--- config.mk ---
export PLATFORM = sky130hd
export DESIGN_NAME = ps2_keyboard_decoder
export DESIGN_NICKNAME = d
export VERILOG_FILES = /design/src/rtl/ps2_keyboard_decoder_pkg.sv /design/src/rtl/ps2_keyboard_decoder_scancode_to_hack.sv /design/src/rtl/ps2_keyboard_decoder.sv
export SDC_FILE = /design/constraint.sdc
export NUM_CORES = 1
export LEC_CHECK = 0
export ABC_AREA = 1
export BUFFER_PORTS_ARGS = -buffer_cell sky130_fd_sc_hd__buf_2
export CORE_ASPECT_RATIO = 0.5
export CORE_UTILIZATION = 50
export DETAILED_ROUTE_END_ITERATION = 7
export PLACE_DENSITY = 0.62
export SLEW_MARGIN = 0
export SYNTH_ARGS = -nofsm -noshare
export SYNTH_HDL_FRONTEND = slang
export SYNTH_SLANG_ARGS = --single-unit
export TNS_END_PERCENT = 5
--- constraint.sdc ---
create_clock -name clk -period 3 [get_ports clk]
set_clock_uncertainty 0.2 [all_clocks]
set_input_delay 0.6 -clock clk [delete_from_list [all_inputs] [get_ports clk]]
set_output_delay 0.6 -clock clk [all_outputs]
set_load 0.05 [all_outputs]
--- src/rtl/ps2_keyboard_decoder_pkg.sv ---
// ps2_keyboard_decoder_pkg: shared PS/2 prefixes, Hack special keycodes, receiver states
package ps2_keyboard_decoder_pkg;
  localparam logic [7:0] PS2_PREFIX_EXT = 8'hE0;
  localparam logic [7:0] PS2_PREFIX_BREAK = 8'hF0;
  localparam logic [7:0] PS2_SC_LSHIFT = 8'h12;
  localparam logic [7:0] PS2_SC_RSHIFT = 8'h59;
  localparam logic [7:0] HACK_KEY_NEWLINE = 8'd128;
  localparam logic [7:0] HACK_KEY_BACKSPACE = 8'd129;
  localparam logic [7:0] HACK_KEY_LEFT = 8'd130;
  localparam logic [7:0] HACK_KEY_UP = 8'd131;
  localparam logic [7:0] HACK_KEY_RIGHT = 8'd132;
  localparam logic [7:0] HACK_KEY_DOWN = 8'd133;
  localparam logic [7:0] HACK_KEY_HOME = 8'd134;
  localparam logic [7:0] HACK_KEY_END = 8'd135;
  localparam logic [7:0] HACK_KEY_PGUP = 8'd136;
  localparam logic [7:0] HACK_KEY_PGDN = 8'd137;
  localparam logic [7:0] HACK_KEY_INSERT = 8'd138;
  localparam logic [7:0] HACK_KEY_DELETE = 8'd139;
  localparam logic [7:0] HACK_KEY_ESC = 8'd140;
  localparam logic [7:0] HACK_KEY_F1 = 8'd141;
  localparam logic [7:0] HACK_KEY_F2 = 8'd142;
  localparam logic [7:0] HACK_KEY_F3 = 8'd143;
  localparam logic [7:0] HACK_KEY_F4 = 8'd144;
  localparam logic [7:0] HACK_KEY_F5 = 8'd145;
  localparam logic [7:0] HACK_KEY_F6 = 8'd146;
  localparam logic [7:0] HACK_KEY_F7 = 8'd147;
  localparam logic [7:0] HACK_KEY_F8 = 8'd148;
  localparam logic [7:0] HACK_KEY_F9 = 8'd149;
  localparam logic [7:0] HACK_KEY_F10 = 8'd150;
  localparam logic [7:0] HACK_KEY_F11 = 8'd151;
  localparam logic [7:0] HACK_KEY_F12 = 8'd152;
  typedef enum logic [1:0] {ST_IDLE, ST_DATA, ST_PARITY, ST_STOP} rx_state_e;
  function automatic logic frame_ok(input logic [7:0] data, input logic parity, input logic stop);
    return (^{data, parity}) & stop;
  endfunction
endpackage

--- src/rtl/ps2_keyboard_decoder_scancode_to_hack.sv ---
// ps2_keyboard_decoder_scancode_to_hack: combinational Set-2 scancode to Hack keycode table
module ps2_keyboard_decoder_scancode_to_hack
  import ps2_keyboard_decoder_pkg::*;
(
  input  logic       ext_i,
  input  logic       shift_i,
  input  logic [7:0] scancode_i,
  output logic [7:0] hack_code_o
);
  logic [15:0] pair;
  // Each entry holds {unshifted, shifted} so shift just selects a byte
  always_comb begin
    pair = '0;
    case ({ext_i, scancode_i})
      9'h01C: pair = "aA";
      9'h032: pair = "bB";
      9'h021: pair = "cC";
      9'h023: pair = "dD";
      9'h024: pair = "eE";
      9'h02B: pair = "fF";
      9'h034: pair = "gG";
      9'h033: pair = "hH";
      9'h043: pair = "iI";
      9'h03B: pair = "jJ";
      9'h042: pair = "kK";
      9'h04B: pair = "lL";
      9'h03A: pair = "mM";
      9'h031: pair = "nN";
      9'h044: pair = "oO";
      9'h04D: pair = "pP";
      9'h015: pair = "qQ";
      9'h02D: pair = "rR";
      9'h01B: pair = "sS";
      9'h02C: pair = "tT";
      9'h03C: pair = "uU";
      9'h02A: pair = "vV";
      9'h01D: pair = "wW";
      9'h022: pair = "xX";
      9'h035: pair = "yY";
      9'h01A: pair = "zZ";
      9'h016: pair = "1!";
      9'h01E: pair = "2@";
      9'h026: pair = "3#";
      9'h025: pair = "4$";
      9'h02E: pair = "5%";
      9'h036: pair = "6^";
      9'h03D: pair = "7&";
      9'h03E: pair = "8*";
      9'h046: pair = "9(";
      9'h045: pair = "0)";
      9'h00E: pair = "`~";
      9'h04E: pair = "-_";
      9'h055: pair = "=+";
      9'h054: pair = "[{";
      9'h05B: pair = "]}";
      9'h05D: pair = "\\|";
      9'h04C: pair = ";:";
      9'h052: pair = "'\"";
      9'h041: pair = ",<";
      9'h049: pair = ".>";
      9'h04A: pair = "/?";
      9'h029: pair = "  ";
      9'h05A: pair = {2{HACK_KEY_NEWLINE}};
      9'h066: pair = {2{HACK_KEY_BACKSPACE}};
      9'h076: pair = {2{HACK_KEY_ESC}};
      9'h005: pair = {2{HACK_KEY_F1}};
      9'h006: pair = {2{HACK_KEY_F2}};
      9'h004: pair = {2{HACK_KEY_F3}};
      9'h00C: pair = {2{HACK_KEY_F4}};
      9'h003: pair = {2{HACK_KEY_F5}};
      9'h00B: pair = {2{HACK_KEY_F6}};
      9'h083: pair = {2{HACK_KEY_F7}};
      9'h00A: pair = {2{HACK_KEY_F8}};
      9'h001: pair = {2{HACK_KEY_F9}};
      9'h009: pair = {2{HACK_KEY_F10}};
      9'h078: pair = {2{HACK_KEY_F11}};
      9'h007: pair = {2{HACK_KEY_F12}};
      9'h16B: pair = {2{HACK_KEY_LEFT}};
      9'h175: pair = {2{HACK_KEY_UP}};
      9'h174: pair = {2{HACK_KEY_RIGHT}};
      9'h172: pair = {2{HACK_KEY_DOWN}};
      9'h16C: pair = {2{HACK_KEY_HOME}};
      9'h169: pair = {2{HACK_KEY_END}};
      9'h17D: pair = {2{HACK_KEY_PGUP}};
      9'h17A: pair = {2{HACK_KEY_PGDN}};
      9'h170: pair = {2{HACK_KEY_INSERT}};
      9'h171: pair = {2{HACK_KEY_DELETE}};
      default: pair = '0;
    endcase
  end
  assign hack_code_o = shift_i ? pair[7:0] : pair[15:8];
endmodule

--- src/rtl/ps2_keyboard_decoder.sv ---
// ps2_keyboard_decoder: PS/2 Set-2 frame receiver and make/break decoder producing a Hack keycode
module ps2_keyboard_decoder
  import ps2_keyboard_decoder_pkg::*;
#(
  parameter int TIMEOUT_CYCLES = 50000,
  parameter int TIMEOUT_WIDTH = 16,
  parameter int SYNC_STAGES = 2
) (
  input  logic       clk,
  input  logic       reset,
  input  logic       ps2_clk,
  input  logic       ps2_data,
  output logic [7:0] keycode,
  output logic       key_event,
  output logic       frame_error
);
  logic [SYNC_STAGES-1:0] clk_sync_q, dat_sync_q;
  logic clk_prev_q;
  logic ps2_clk_s, ps2_dat_s, fall;
  rx_state_e state_q, state_d;
  logic [2:0] bitcnt_q, bitcnt_d;
  logic [7:0] sr_q, sr_d;
  logic par_q, par_d;
  logic [TIMEOUT_WIDTH-1:0] tmo_q, tmo_d;
  logic byte_ok, byte_bad, timeout;
  logic ext_q, ext_d, brk_q, brk_d, shift_q, shift_d;
  logic [8:0] held_q, held_d, code9;
  logic [7:0] keycode_q, keycode_d, xlat;
  logic key_event_q, key_event_d, frame_error_q, frame_error_d;

  assign ps2_clk_s = clk_sync_q[SYNC_STAGES-1];
  assign ps2_dat_s = dat_sync_q[SYNC_STAGES-1];
  assign fall = clk_prev_q & ~ps2_clk_s;
  assign code9 = {ext_q, sr_q};

  ps2_keyboard_decoder_scancode_to_hack u_xlat (
    .ext_i      (ext_q),
    .shift_i    (shift_q),
    .scancode_i (sr_q),
    .hack_code_o(xlat)
  );

  // Bring the asynchronous PS/2 lines into clk and remember the previous clock level
  always_ff @(posedge clk) begin
    if (reset) begin
      clk_sync_q <= '1;
      dat_sync_q <= '1;
      clk_prev_q <= 1'b1;
    end else begin
      clk_sync_q <= {clk_sync_q[SYNC_STAGES-2:0], ps2_clk};
      dat_sync_q <= {dat_sync_q[SYNC_STAGES-2:0], ps2_data};
      clk_prev_q <= ps2_clk_s;
    end
  end

  // Receiver and decoder state registers
  always_ff @(posedge clk) begin
    if (reset) begin
      state_q <= ST_IDLE;
      bitcnt_q <= '0;
      sr_q <= '0;
      par_q <= 1'b0;
      tmo_q <= '0;
      ext_q <= 1'b0;
      brk_q <= 1'b0;
      shift_q <= 1'b0;
      held_q <= '0;
      keycode_q <= '0;
      key_event_q <= 1'b0;
      frame_error_q <= 1'b0;
    end else begin
      state_q <= state_d;
      bitcnt_q <= bitcnt_d;
      sr_q <= sr_d;
      par_q <= par_d;
      tmo_q <= tmo_d;
      ext_q <= ext_d;
      brk_q <= brk_d;
      shift_q <= shift_d;
      held_q <= held_d;
      keycode_q <= keycode_d;
      key_event_q <= key_event_d;
      frame_error_q <= frame_error_d;
    end
  end

  // Frame receiver: start, 8 data bits LSB first, odd parity, stop; aborts on a stalled clock
  always_comb begin
    state_d = state_q;
    bitcnt_d = bitcnt_q;
    sr_d = sr_q;
    par_d = par_q;
    byte_ok = 1'b0;
    byte_bad = 1'b0;
    timeout = 1'b0;
    tmo_d = (state_q == ST_IDLE || fall) ? '0 : tmo_q + TIMEOUT_WIDTH'(1);
    if (fall) begin
      case (state_q)
        ST_IDLE: begin
          state_d = ps2_dat_s ? ST_IDLE : ST_DATA;
          bitcnt_d = '0;
        end
        ST_DATA: begin
          sr_d = {ps2_dat_s, sr_q[7:1]};
          bitcnt_d = bitcnt_q + 3'd1;
          state_d = (bitcnt_q == 3'd7) ? ST_PARITY : ST_DATA;
        end
        ST_PARITY: begin
          par_d = ps2_dat_s;
          state_d = ST_STOP;
        end
        default: begin
          state_d = ST_IDLE;
          byte_ok = frame_ok(sr_q, par_q, ps2_dat_s);
          byte_bad = ~byte_ok;
        end
      endcase
    end else if (state_q != ST_IDLE && tmo_q == TIMEOUT_WIDTH'(TIMEOUT_CYCLES - 1)) begin
      state_d = ST_IDLE;
      timeout = 1'b1;
      tmo_d = '0;
    end
  end

  // Decoder: prefixes set flags, the final byte of a sequence updates shift or the held key
  always_comb begin
    ext_d = ext_q;
    brk_d = brk_q;
    shift_d = shift_q;
    held_d = held_q;
    keycode_d = keycode_q;
    key_event_d = 1'b0;
    frame_error_d = byte_bad | timeout;
    if (byte_ok) begin
      if (sr_q == PS2_PREFIX_EXT) begin
        ext_d = 1'b1;
      end else if (sr_q == PS2_PREFIX_BREAK) begin
        brk_d = 1'b1;
      end else begin
        ext_d = 1'b0;
        brk_d = 1'b0;
        if (code9 == {1'b0, PS2_SC_LSHIFT} || code9 == {1'b0, PS2_SC_RSHIFT}) begin
          shift_d = ~brk_q;
        end else if (!brk_q && xlat != 8'd0) begin
          keycode_d = xlat;
          held_d = code9;
          key_event_d = xlat != keycode_q;
        end else if (brk_q && code9 == held_q && keycode_q != 8'd0) begin
          keycode_d = '0;
          held_d = '0;
          key_event_d = 1'b1;
        end
      end
    end
  end

  assign keycode = keycode_q;
  assign key_event = key_event_q;
  assign frame_error = frame_error_q;
endmodule

Word level (Yosys, flattened, before mapping) --
Cells that the tools add are included.
Word-level totals: register bits 57, input bits 4, output and inout port bits 10, word-level logic and storage cells 161
Cells by class: add/subtract/negate cells 2, equal/unequal tests 84, mux-type cells 26, bitwise gates (word level) 10, reduce and logical (&&, ||, !) cells 24
Operator list (count):
- 16-bit one-hot mux with 73 select lines | 1
- 9-bit by 6-bit equality test with 1-bit output (second input constant) | 23
- 9-bit by 7-bit equality test with 1-bit output (second input constant) | 22
- 9-bit equality test (second input constant) | 10
- 9-bit by 5-bit equality test with 1-bit output (second input constant) | 8
- 16-bit two-way mux | 3
- 9-bit by 4-bit equality test with 1-bit output (second input constant) | 5
- 9-bit by 3-bit equality test with 1-bit output (second input constant) | 4
- 8-bit two-way mux | 3
- 9-bit two-way mux | 2
- 16-bit by 1-bit adder with 16-bit output (second input constant) | 1
- 16-bit equality test (second input constant) | 1
- 8-bit equality test (second input constant) | 2
- 8-bit nonzero test | 2
- 1-bit two-way mux | 12
- 2-bit AND reduction | 5
- 9-bit by 1-bit equality test with 1-bit output (second input constant) | 1
- 9-bit by 2-bit equality test with 1-bit output (second input constant) | 1
- 9-bit by 8-bit equality test with 1-bit output (second input constant) | 1
- 9-bit equality test | 1
- 9-bit XOR reduction | 1
- 8-bit != test | 1
- 2-bit nonzero test | 4
- 1-bit inverter | 7
- other kinds (18) | 25

Depth between registers and ports, before layout --
depth after elaboration 7, gate-level depth with buffers 19, mapped depth without buffers 18

By module --
From an unflattened synthesis, not the netlist that was laid out.
Second synthesis, totals: cells, all modules 780, area total of the unflattened synthesis 4398.0 um^2
Modules (own cells, without submodules):
- ps2_keyboard_decoder | instances 1, cells each 458, area an instance 2994.1 um^2, sequential area each 1141.1 um^2
- ps2_keyboard_decoder_scancode_to_hack | instances 1, cells each 322, area an instance 1403.8 um^2, sequential area each 0.0 um^2

Worst setup path after synthesis --
Ideal clock, no wire load.
path kind register to register, start register tmo_q[0], end register tmo_q[14], library setup time 128 ps, arrival 1842 ps, required time 2672 ps, slack 830 ps, cell stages (with the launch flop) 15, buffers on the path 0, clock period less this slack 2170 ps, cell sequence dfxtp_1 > ha_1 > nand3_1 > nor3_1 > inv_1 > nor2_1 > inv_1 > nor2_1 > and2_1 > nand2_1 > nor2_1 > inv_1 > nor3_1 > xor2_1 > nor2_1
On the way: longest elaborated chain between the ends 4, elaborated cells between the ends (all ways) 6, classes of those cells add/sub (1); eq/ne (1); mux (3); reduce/logical (1)
RTL lines:
- start, declared | line ps2_keyboard_decoder.sv:24 | logic [TIMEOUT_WIDTH-1:0] tmo_q, tmo_d;
- start signal, assigned | line ps2_keyboard_decoder.sv:76 | tmo_q <= tmo_d;
- 16-bit by 1-bit adder with 16-bit output / 16-bit equality test (equally long branches) | line ps2_keyboard_decoder.sv:96, ps2_keyboard_decoder.sv:118
- 16-bit two-way mux / 1-bit logical AND (equally long branches) | line ps2_keyboard_decoder.sv:96, ps2_keyboard_decoder.sv:118
- 16-bit two-way mux | line ps2_keyboard_decoder.sv:118 | end else if (state_q != ST_IDLE && tmo_q == TIMEOUT_WIDTH'(TIMEOUT_CYCLES - 1)) begin
- 16-bit two-way mux * | line ps2_keyboard_decoder.sv:97 | if (fall) begin
Every way passes the cells marked *; elsewhere a longest branch is shown, timed or not. A chain may end at the register's enable or synchronous reset.

Final worst setup path --
start register sr_q[3], end register held_q[6]
On the way: longest elaborated chain between the ends 7, elaborated cells between the ends (all ways) 95, classes of those cells eq/ne (78); mux (5); bitwise (4); reduce/logical (8)
RTL lines:
- start, declared | line ps2_keyboard_decoder.sv:22 | logic [7:0] sr_q, sr_d;
- start signal, assigned | line ps2_keyboard_decoder.sv:74 | sr_q <= sr_d;
- 9-bit equality test, or another cell as far along | line ps2_keyboard_decoder_scancode_to_hack.sv:14 | case ({ext_i, scancode_i})
- 16-bit one-hot mux with 73 select lines | line ps2_keyboard_decoder_scancode_to_hack.sv:14
- 8-bit two-way mux | line ps2_keyboard_decoder_scancode_to_hack.sv:91 | assign hack_code_o = shift_i ? pair[7:0] : pair[15:8];
- 8-bit nonzero test | line ps2_keyboard_decoder.sv:144 | end else if (!brk_q && xlat != 8'd0) begin
- 1-bit logical AND | line ps2_keyboard_decoder.sv:144
- 2-bit nonzero test (no line)
- 5-bit AND reduction (no line)
- end signal, assigned | line ps2_keyboard_decoder.sv:80 | held_q <= held_d;
- end, declared | line ps2_keyboard_decoder.sv:27 | logic [8:0] held_q, held_d, code9;
Several ways; a longest one is shown, not always the timed one.

==> summary.txt <==
Critical path
  • Critical-path cell list: nor2_1, buf_4, nand2_1, nor2_1, nand2_1, nand2_1, nor2_1, nand3_1, nor2_1, nand3_2, nand2_2, clkinv_2, nand3_1, a21oi_1
  • Critical path's top delay family: simple AND/OR/NAND/NOR gates
  • Worst reg2reg setup slack: 0.15 ns
  • Worst Path Arrival: 2.84 ns
  • CP peak stage delay: around 0.47 ns
  • CP Buf/Inv Count: 2
  • Setup crit start kind: flop
  • Required @ worst endpoint: roughly 3.0 ns
  • Crit-path slowest cell: dfxtp_1
  • Critical Path Fanout Max: 18
  • CP Capture Type: flop
  • Critical path's most frequent cell: nor2_1
  • Setup CP Type: flop to flop

Global routing
  • Vias in the first global route: 4571
  • Grt ovf: 0
  • Largest net degree at the start of global routing: 28
  • Initial antenna violation count: 0
  • Gr usage total: 0.331
  • Wire length of the first global-routing pass: 23000 um

Clock tree
  • CTS tree: done
  • Clock tree sinks: 57
  • Clk buf depth: 2
  • CTS Root Cell: clkbuf_16
  • Num CTS Buffers: 9
  • # H-tree levels: 3
  • Clock-pin slew on the worst setup and hold paths: 0.05 ns
  • Clock Latency Late Sink: 0.32 ns
  • Hold-fix buffer count after cts: 0

Timing
  • RSZ-0062 raised after global routing: false
  • Fmax: 351 MHz
  • Final Hold Vio Count: 0
  • Max-slew violations: 0
  • Minimum clock period: 2.85 ns
  • Final TNS setup: 0 ns
  • Tcrit/Tclk final: 0.950
  • Final setup fails: 0
  • Slew @ Worst Pin: 0.655 ns
  • Hold_ws: ~0.21 ns
  • Relative slew slack: 0.562

Power
  • Clock network fraction of design power: 0.560
  • Combinational power share: 0.018
  • Internal power: around 1500 uW
  • Static leakage: 0.00244 uW
  • Max VDD drop: 0.535 mV
  • Net Sw Frac: 0.200
  • Net Sw Power: 362 uW
  • Reg power frac: 0.422
  • Power per cell area: 371 mW/mm^2

Place
  • I/O Buffers: 13
  • Gpl congestion: 1.00
  • Post-DP HPWL: 11100 um
  • Dpl cells: 870

Logic synthesis
  • Post-synthesis sequential element count: 57
  • Sequential fraction of the synthesis area: 0.260
  • XOR/XNOR Fraction of Synth Area: 0.0179
  • Yosys top cell by area: dfxtp_1
  • Total number of yosys warnings: 0
  • Synth Flop Type: dfxtp_1
  • Post-Synth Simple-Gate Area: 0.515
  • Mux cell area share after synthesis: 0
  • Top cells by area, synth: dfxtp_1, nand2_1, nor2_1
  • Post-Synthesis Cells: 746
  • Synth Area in Adders: 0.00854
  • Complex-gate fraction of the synthesized area: 0.100
  • Synth unique cells: 43
  • Post-Syn Nets: approximately 750
  • Largest family of logic cells by synthesized area: simple AND/OR/NAND/NOR gates
  • Synth top area share: 0.260
  • Top-count cell post-synth: nand2_1
  • Cell area after synthesis: 0.00440 mm^2
  • FFs w/ async S/R, synth: 0
  • Syn Area/Cell: 5.89 um^2
  • Commonest cells post-synth: nand2_1, nor2_1, nand3_1
  • EDFF count, synth: 0

Detailed routing
  • Pre-antenna DRT Iters: 5
  • Via density: 5.69
  • Post-route DRC: 0
  • WL/cell: roughly 16 um
  • Routed WL: around 14000 um
  • Starting DRC count in detailed routing: 697
  • Post-route ant nets: 0
  • Vias post-DR: a little over 5000

Floorplan
  • Die ar.: 0.00920 mm^2
  • Rows: 23
  • Chip Width: between 100 and 150 um
  • CORE AREA: 0.00826 mm^2
  • Initial Utilization: 0.532
  • Io pins: 14
  • Die Ht: 68.3 um

Cells and area
  • FILL cells: 810
  • ANT cells: 0
  • Post-Layout Cell Count: 885
  • Share of layout cells above drive strength 1: 0.123
  • Flip-flop and latch area: between 0.001 and 0.0015 mm^2
  • Final #Nets: 776
  • Multi-input logic area: ~0.0028 mm^2
  • Layout area overhead: 11.2%

Worst hold path
  • Hold Path Class: flop to flop

Outcome
  • Status: finished clean

Job
  • Max Cap Violations: 0
==> cell families (layout without fill, tap and decap cells) <==
| logic type | after synthesis | count (layout) |
|---|---|---|
| AND/OR/NAND/NOR | 504 | 504 |
| buffers and inverters | 91 | 118 |
| AO/OA/AOI/OAI | 82 | 82 |
| flip-flops | 57 | 57 |
| XOR/XNOR | 9 | 9 |
| adder cells (fa/ha/maj) | 3 | 3 |
==> stage by stage <==
stage | util | power [uW] | cell area (um^2) | setup slack [ns]
floorplan | - | 802 | 4400 | 0.830
CTS | 0.592 | 1810 | 4890 | 0.214
global route | 0.592 | 1850 | 4890 | 0.0436
global placement | 0.556 | 812 | 4590 | 0.148
detailed placement | 0.556 | 812 | 4590 | 0.221
finish | 0.592 | 1810 | 4890 | 0.151
==> layout make-up <==
class                      count  share of cell area
multi-input combinational    598               0.578
sequential                    57               0.234
inverter                      72              0.0581
clock buffer                  12              0.0524
timing repair buffer          31              0.0409
tap                          112              0.0287
clock inverter                 3             0.00819
==> power by group through the flow <==
stage                     Clock (uW)  Combinational, uW  Sequential, uW
after global placement             0               32.4             780
final                           1020               32.7             765
after detailed placement           0               32.0             780
after floorplan                    0               22.5             780
after CTS                       1010               32.6             765
after global routing            1050               36.1             764
==> sequential cells by signal, indices dropped and copies added, names as in the netlist, 2 cells and up <==
signal and cells:
tmo_q 16, held_q 9, keycode 8, sr_q 8, bitcnt_q 3, clk_sync_q 2, dat_sync_q 2, state_q 2
==> path summary, 6_finish.rpt <==
kind | start | to | cells after the start
setup / recovery | sr_q[3]$_SDFFE_PP0P_ | held_q[6]$_SDFFE_PP0P_ | 14
hold / removal | dat_sync_q[0]$_SDFF_PP1_ | dat_sync_q[1]$_SDFF_PP1_ | 1
setup reg to reg | sr_q[3]$_SDFFE_PP0P_ | held_q[6]$_SDFFE_PP0P_ | 14
hold reg to reg | dat_sync_q[0]$_SDFF_PP1_ | dat_sync_q[1]$_SDFF_PP1_ | 1
==> layout by cell type (no fill, tap or decap), types with 2 or more instances in the layout <==
master       n
nand2_1    223
nor2_1     136
nand3_1     63
inv_1       62
dfxtp_1     55
a21oi_1     39
o21ai_0     26
buf_4       18
nand4_1     16
buf_2       13
nand2_2     12
nor3_1      10
clkbuf_16    9
nor3b_1      8
nor2_4       7
nor2_2       7
inv_2        5
o22ai_1      5
xnor2_1      5
xor2_1       4
nand3b_1     4
o21ai_1      4
nor4_1       4
or2_2        4
inv_4        3
nand3_2      3
clkinv_2     3
ha_1         3
nor2_8       2
o221ai_1     2
clkbuf_8     2
dfxtp_2      2
==> routing by layer <==
layer / track usage / vias to the layer above / wire [um]
met5: 0 / - / 0
met4: 0.125 / 0 / 378
met3: 0.0800 / 35 / 1490
met2: 0.541 / 257 / 6110
met1: 0.428 / 2291 / 6470
li1: - / 2453 / -
==> what timing repair did <==
action                     CTS  global route
gates resized for setup      0             3
setup buffers                0             0
setup endpoints to repair    0            17
hold endpoints to repair     0             0
(Power assumes the default switching activity.)
